<file path="config.mk">
export PLATFORM = sky130hd
export DESIGN_NAME = vga_sync_monitor
export DESIGN_NICKNAME = d
export VERILOG_FILES = /design/src/rtl/vga_sync_monitor.sv
export SDC_FILE = /design/constraint.sdc
export NUM_CORES = 1
export LEC_CHECK = 0
export ABC_AREA = 1
export CORE_ASPECT_RATIO = 1.25
export CORE_MARGIN = 1.5
export CORE_UTILIZATION = 35
export CTS_BUF_LIST = sky130_fd_sc_hd__clkbuf_8 sky130_fd_sc_hd__clkbuf_16
export CTS_CLUSTER_SIZE = 24
export DETAILED_ROUTE_END_ITERATION = 10
export PLACE_DENSITY = 0.53
export REMOVE_ABC_BUFFERS = 1
export SLEW_MARGIN = 5
export SYNTH_ARGS = -nofsm -noshare
export SYNTH_HDL_FRONTEND = slang
export SYNTH_SLANG_ARGS = --single-unit
</file>
<file path="constraint.sdc">
create_clock -name clk -period 3.6 [get_ports clk]
set_clock_uncertainty 0.05 [all_clocks]
set_input_delay 0.72 -clock clk [delete_from_list [all_inputs] [get_ports clk]]
set_output_delay 0.72 -clock clk [all_outputs]
set_load 0.02 [all_outputs]
</file>
<file path="src/rtl/vga_sync_monitor.sv">
// VGA receive-side sync monitor: recovers pixel coordinates, measures line/frame periods, tracks lock.
// Optional build macro VGA_MON_ERRCNT_EN adds a saturating err_count output.
module vga_sync_monitor #(
  parameter int H_ACTIVE    = 640,
  parameter int H_TOTAL     = 800,
  parameter int HS_START    = 656,
  parameter int V_ACTIVE    = 480,
  parameter int V_TOTAL     = 525,
  parameter int VS_START    = 490,
  parameter int LOCK_FRAMES = 2
) (
  input  logic        clk,
  input  logic        rst,
  input  logic        pix_en,
  input  logic        hsync_in,
  input  logic        vsync_in,
  output logic [9:0]  pixel_x,
  output logic [9:0]  pixel_y,
  output logic        video_on,
  output logic        locked,
  output logic        frame_start,
  output logic        err,
  output logic        sync_lost,
  output logic [10:0] h_meas,
  output logic [9:0]  v_meas
`ifdef VGA_MON_ERRCNT_EN
  ,
  output logic [7:0]  err_count
`endif
);

  typedef enum logic [1:0] {SEARCH, TRAIN, LOCKED} state_t;

  localparam logic [3:0] LOCK_N = 4'(LOCK_FRAMES);

  state_t      state;
  logic        hs_d, vs_d;
  logic        judge_ok, line_bad;
  logic [10:0] hcnt;
  logic [9:0]  vcnt;
  logic [3:0]  good_frames;

  logic hrise, vrise, bad_line, timeout, frame_good;

  assign hrise      = pix_en & hsync_in & ~hs_d;
  assign vrise      = pix_en & vsync_in & ~vs_d;
  // A line is only judged once a full line has been seen since entering SEARCH.
  assign bad_line   = hrise & judge_ok & (hcnt != 11'(H_TOTAL));
  assign timeout    = pix_en & ~hrise & (hcnt == 11'(2*H_TOTAL-1));
  assign frame_good = (vcnt == 10'(V_TOTAL)) & ~line_bad;
  assign video_on   = locked & (pixel_x < 10'(H_ACTIVE)) & (pixel_y < 10'(V_ACTIVE));

  always_ff @(posedge clk or posedge rst) begin
    if (rst) begin
      pixel_x <= '0;
      pixel_y <= '0;
    end else if (pix_en) begin
      if (hrise)
        pixel_x <= 10'(HS_START);
      else if (pixel_x == 10'(H_TOTAL-1)) begin
        pixel_x <= '0;
        pixel_y <= (pixel_y == 10'(V_TOTAL-1)) ? '0 : pixel_y + 10'd1;
      end else
        pixel_x <= pixel_x + 10'd1;
      // vsync realignment wins over the line-wrap advance
      if (vrise) pixel_y <= 10'(VS_START);
    end
  end

  always_ff @(posedge clk or posedge rst) begin
    if (rst) begin
      hs_d     <= 1'b0;
      vs_d     <= 1'b0;
      hcnt     <= '0;
      vcnt     <= '0;
      h_meas   <= '0;
      v_meas   <= '0;
      judge_ok <= 1'b0;
      line_bad <= 1'b0;
    end else if (pix_en) begin
      hs_d <= hsync_in;
      vs_d <= vsync_in;
      if (hrise) begin
        h_meas <= hcnt;
        hcnt   <= 11'd1;
      end else if (hcnt != 11'h7FF)
        hcnt <= hcnt + 11'd1;
      // an hsync sampled together with vsync belongs to the new frame
      if (vrise) begin
        v_meas <= vcnt;
        vcnt   <= {9'd0, hrise};
      end else if (hrise && vcnt != 10'h3FF)
        vcnt <= vcnt + 10'd1;
      if (timeout)    judge_ok <= 1'b0;
      else if (hrise) judge_ok <= 1'b1;
      if (vrise)
        line_bad <= bad_line & (state != SEARCH);
      else if (bad_line && state != SEARCH)
        line_bad <= 1'b1;
    end
  end

  always_ff @(posedge clk or posedge rst) begin
    if (rst) begin
      state       <= SEARCH;
      good_frames <= '0;
      locked      <= 1'b0;
      err         <= 1'b0;
      sync_lost   <= 1'b0;
      frame_start <= 1'b0;
    end else begin
      err         <= 1'b0;
      sync_lost   <= 1'b0;
      frame_start <= vrise;
      if (timeout) begin
        sync_lost <= (state != SEARCH);
        state     <= SEARCH;
        locked    <= 1'b0;
      end else begin
        case (state)
          SEARCH: if (vrise) begin
            state       <= TRAIN;
            good_frames <= '0;
          end
          TRAIN: if (vrise) begin
            if (frame_good) begin
              good_frames <= good_frames + 4'd1;
              if (good_frames + 4'd1 == LOCK_N) begin
                state  <= LOCKED;
                locked <= 1'b1;
              end
            end else begin
              good_frames <= '0;
              err         <= 1'b1;
            end
          end
          LOCKED: if (bad_line || (vrise && !frame_good)) begin
            err         <= 1'b1;
            state       <= TRAIN;
            locked      <= 1'b0;
            good_frames <= '0;
          end
          default: begin
            state  <= SEARCH;
            locked <= 1'b0;
          end
        endcase
      end
    end
  end

`ifdef VGA_MON_ERRCNT_EN
  always_ff @(posedge clk or posedge rst) begin
    if (rst)
      err_count <= '0;
    else if ((err || sync_lost) && err_count != 8'hFF)
      err_count <= err_count + 8'd1;
  end
`endif

endmodule

</file>
### Word level (Yosys, flattened, before mapping)

Index checks and enable logic that the tools add are counted.

* flip-flop bits (word level): 76
* latch bits: 0
* memory bits (writable): 0
* ROM bits: 0
* input port bits: 5
* output and inout port bits: 46
* logic and storage cells: 121
* memories: 0

* $add $sub $neg: 5
* multipliers: 0
* divide/modulo/power cells: 0
* order comparisons: 2
* equal/unequal tests: 20
* shift operators: 0
* multiplexer cells: 38
* bitwise gates (word level): 17
* reduce and logical (&&, ||, !) cells: 23

Operators by type and width (count)
* 2-to-1 mux 10 bit: 8
* adder 10 x 1 -> 10 bit (second input constant): 3
* == test 10 bit (second input constant): 3
* 2-to-1 mux 11 bit: 2
* 2-to-1 mux 4 bit: 4
* inequality test 3 bit (second input constant): 5
* AND reduction 5 bit: 3
* 2-to-1 mux 1 bit: 14
* AND 1 bit: 12
* 2-to-1 mux 2 bit: 6
* one-hot mux 4 bit (3 select lines): 1
* AND reduction 2 bit: 6
* nonzero test 2 bit: 6
* adder 11 x 1 -> 11 bit (second input constant): 1
* == test 11 bit (second input constant): 1
* inequality test 11 x 10 -> 1 bit (second input constant): 1
* inequality test 11 bit (second input constant): 1
* less-than comparator 10 bit (second input constant): 1
* less-than comparator 10 x 9 -> 1 bit (second input constant): 1
* inequality test 10 bit (second input constant): 1
* inequality test 2 bit (second input constant): 4
* one-hot mux 2 bit (3 select lines): 1
* NOT 1 bit: 5
* adder 4 x 1 -> 4 bit (second input constant): 1
* 12 further kinds: 14

### Depth between registers and ports, before layout

* word-level depth: 8
* mapped depth: 12
* mapped depth without buffers: 12

### Least setup slack after synthesis

OpenSTA, ideal clock, no wires.

* path type: reg-to-output
* start: register pixel_x[9]
* end: output video_on
* data arrival time: 1210 ps
* required time: 2830 ps
* setup slack: 1620 ps
* stages on the path, launching flop included: 4
* path buffers: 0
* path through: dfrtp_1 > nand2_1 > nand3_1 > a211oi_1

* cells in the longest elaborated chain, start to end: 3

Ends and longest elaborated chain
* from (decl): line 17 `output logic [9:0] pixel_x,`
* from (signal assigned): line 59 `pixel_x <= 10'(HS_START);`
* from (signal assigned): line 64 `pixel_x <= pixel_x + 10'd1;`
* less-than comparator 10 bit: line 51 `assign video_on = locked & (pixel_x < 10'(H_ACTIVE)) & (pixel_y < 10'(V_ACTIVE));`
* AND 1 bit (2 in a row): line 51
* to (decl): line 19 `output logic video_on,`

No other way between the ends.

### Worst setup path after layout

Same ends and word-level chain as after synthesis.

==> Flow_metrics.wiki <==
{| class="wikitable"
! Metric !! Value
|-
| Core Region || 11600 um2
|-
| Arrival @ worst endpoint || 1.92 ns
|-
| Highest-count cells in the layout ignoring fill and taps || sky130_fd_sc_hd__nand2_1 (100), sky130_fd_sc_hd__dfrtp_1 (76), sky130_fd_sc_hd__inv_1 (62)
|-
| HP Start || h_meas[9]
|-
| Dominant cells by area after synthesis || sky130_fd_sc_hd__dfrtp_1 (46%), sky130_fd_sc_hd__nand2_1 (9.1%), sky130_fd_sc_hd__inv_1 (5.6%), sky130_fd_sc_hd__o21ai_0 (4.9%), sky130_fd_sc_hd__ha_1 (4.2%)
|-
| Stage delay of the slowest cell on the critical path || 0.65 ns
|-
| CTS tree || done
|-
| Total power per unit cell area || 571 nW/um2
|-
| Final setup vio count || 0
|-
| Post-route DRC || 0
|-
| Type of the worst setup path || flop to output pin
|-
| Element type at the critical path end || output pin
|-
| CTS H-Tree Depth || 3
|-
| Slowest CP cell || sky130_fd_sc_hd__clkdlybuf4s50_1
|-
| Height of the chip || 124 um
|-
| Post-CTS Setup Repair Bufs || 0
|-
| Largest voltage drop on the vdd net || 0.249 mV
|-
| Reg2Reg Depth || 9
|-
| Share of post-route cells with drive strength above 1 || 10.3%
|-
| Worst reg2reg path startpoint || pixel_x[0]
|-
| Kind of cell adding the most delay to the critical path || buffers and inverters
|-
| End of the worst register-to-register path || pixel_y[9]
|-
| Die span in x || between 100 and 150 um
|-
| Number of antenna cells inserted || 0
|-
| Total GRT Usage || roughly 17%
|-
| Vias in the first global route || 3486
|-
| Path category of the worst min-delay check || flop to flop
|-
| Number of cells produced by synthesis || 501
|-
| Estimated wirelength of the detail-placed design || 6940 um
|-
| Total Negative Setup Slacks || 0 ns
|-
| TritonRoute pass-1 iters || 4
|-
| Final critical-path required period || around 2.7 ns
|-
| Leakage || around 2.3 nW
|-
| Total count of max-transition violations in the final report || 0
|-
| Clk pin slew, worst setup/hold paths || 0.06 ns
|-
| Number of gates given a new drive strength after cts || 0
|-
| Final weighted congestion in routability-driven placement || 0.815
|-
| Max clock buf depth || 2
|-
| Fraction of the yosys area taken by sequential cells || 46.1%
|-
| Result of the run || complete, no violations
|-
| Post-synth cell types || 38
|-
| Largest net degree at the start of global routing || 55
|-
| Count of standard-cell rows || 44
|-
| Worst reg2reg setup slack || approximately 1.8 ns
|-
| # port buffers || 50
|-
| Mean post-synth cell area || 8.23 um2
|-
| Total clock sinks || 76
|-
| Final instance area || 5130 um2
|-
| Fmax || approximately 0.37 GHz
|-
| CP Buf/Inv Count || 1
|-
| Cell taking the most area after synthesis || sky130_fd_sc_hd__dfrtp_1
|-
| Aggregate routed wire length || between 9000 and 10000 um
|-
| Cells after DPL || 683
|-
| Area fraction of the dominant cell type after synthesis || a little under half
|-
| Global-route wire length before repair || around 17000 um
|-
| Global-route congestion overflow total || 0
|-
| Most frequent standard cell in the layout excluding fill and tap cells || sky130_fd_sc_hd__nand2_1
|-
| Number of non-filler instances in the completed layout || ~700
|-
| Yosys reg bits || 76
|-
| Area growth from synthesis to layout || 24.5%
|-
| Die Footprint || around 12000 um2
|-
| Critical path startpoint category || flop
|-
| Worst path required time || 2.83 ns
|-
| Clock insertion delay at the later pin of the skew report || 0.34 ns
|-
| Worst-Margin Slew || 0.553 ns
|-
| Layout fillers || 1140
|-
| Worst Hold Depth || 2
|-
| Netlist Area Pre-Place || between 4000 and 5000 um2
|-
| RSZ-0062 raised after global routing || no
|-
| Placement-stage cell area || 4780 um2
|-
| Post-route antenna net violation count || 0
|-
| Total Nets Final || roughly 580
|-
| Initial cell density of the core || 35.7%
|-
| Period utilisation layout || 74.8%
|-
| Via-to-Cell Ratio || 4.90
|-
| Max_cap viols || 0
|-
| Worst Path Max Fanout || 5
|-
| Drt wl/cell || roughly 14 um
|-
| Number of DRC violations after detailed-routing iteration 0 || 171
|-
| DR vias || 3426
|-
| Cts bufs inserted || 9
|-
| Number of primary I/O pins || 51
|-
| End point of the most critical hold path || h_meas[9]
|-
| Clock Root Buffer || sky130_fd_sc_hd__clkbuf_16
|-
| Critical path cell sequence || nand2_1, nand3_1, a211oi_1, clkdlybuf4s50_1
|-
| Warnings, synthesis || 0
|-
| Number of antenna violations at the first check in global routing || 0
|-
| Final Hold Violating Endpoints || 0
|-
| Worst relative slew slack || a little over three fifths
|-
| Hold bufs inserted after CTS || 0
|}
-- area by class of cell --
cell class                      instances  area (um2)  area share (%)
Timing Repair Buffer                   52         528            10.3
Sequential cell                        76        1900            37.1
Tap cell                              138         173            3.36
Multi-Input combinational cell        344        1900            37.1
Inverter                               73         277            5.39
Clock buffer                           11         253            4.92
Clock inverter                          5        98.8            1.93
-- worst reg2reg max path: stages, from the launching register on --
cell	delay [ns]
sky130_fd_sc_hd__dfrtp_1	0.40
sky130_fd_sc_hd__ha_1	0.25
sky130_fd_sc_hd__nand4_2	0.16
sky130_fd_sc_hd__nor2_1	0.22
sky130_fd_sc_hd__nand3_2	0.24
sky130_fd_sc_hd__nand2_4	0.19
sky130_fd_sc_hd__nand3_1	0.08
sky130_fd_sc_hd__nand2_1	0.07
sky130_fd_sc_hd__nand2_1	0.04
sky130_fd_sc_hd__inv_1	0.04
-- state kept, by name, indices dropped and copies added (netlist names) --
register,cells
vcnt,10
frame_start,1
sync_lost,1
good_frames,4
pixel_y,10
pixel_x,10
locked,1
v_meas,10
line_bad,1
state,2
h_meas,11
hcnt,11
hs_d,1
judge_ok,1
err,1
vs_d,1
-- cell usage after synthesis (all sizes together) --
library cell and instances:
nand3b 3, o22ai 7, nand2 111, o31ai 4
nor3 10, a21oi 22, o21bai 1, clkbuf 1
ha 14, xor2 13, nand4 10, a211oi 1
a31oi 2, and3 1, inv 72, clkinv 1
dfrtp 76, xnor2 1, nor2 44, nand3 40
and2 1, buf 7, o21ai 59
-- metrics by stage --
stage,power (mW),worst slack (ns),util (%),hold WS (ns)
after global routing,3.11,0.806,44.4,0.465
after floorplan,1.61,0.892,-,0.431
after detailed placement,1.89,0.742,41.4,0.425
final,2.93,0.908,44.4,0.431
after global placement,1.87,0.774,41.4,0.420
after CTS,2.96,0.883,44.4,0.440
-- per-layer routing --
metal | global-route usage [%] | routed length, um | vias to the layer above
met3 | 4.15 | 373 | 15
li1 | - | - | 1742
met2 | 28.3 | 4780 | 70
met5 | 0 | 0 | -
met4 | 6.71 | 188 | 0
met1 | 20.0 | 4260 | 1599
-- report_power, final --
group	internal [mW]	switching, mW
registers	0.976	0.127
clock network	0.711	0.356
logic	0.312	0.451
-- kinds of logic (layout without fill, tap and decap cells) --
group	count (synthesis)	count (layout)	share of synthesized area [%]
DFF	76	76	46.1
AOI/OAI and AO/OA	96	96	13.1
buffers and inverters	81	141	7.74
xor gates and xnor gates	14	14	2.97
adders and majority gates	14	14	4.25
and+or+nand+nor	220	220	25.8
-- worst max path at each step --
| stage | start | to | slack (ns) | depth (start not counted) |
|---|---|---|---|---|
| final | pixel_x[9] | video_on | 0.91 | 4 |
| after global routing | pixel_x[9] | video_on | 0.81 | 4 |
| after CTS | pixel_x[9] | video_on | 0.88 | 4 |
| after detailed placement | pix_en | good_frames[1] | 0.74 | 11 |
| after global placement | pix_en | good_frames[0] | 0.77 | 11 |
| after floorplan | rst | err | 0.89 | 1 |
(Power assumes the default switching activity.)
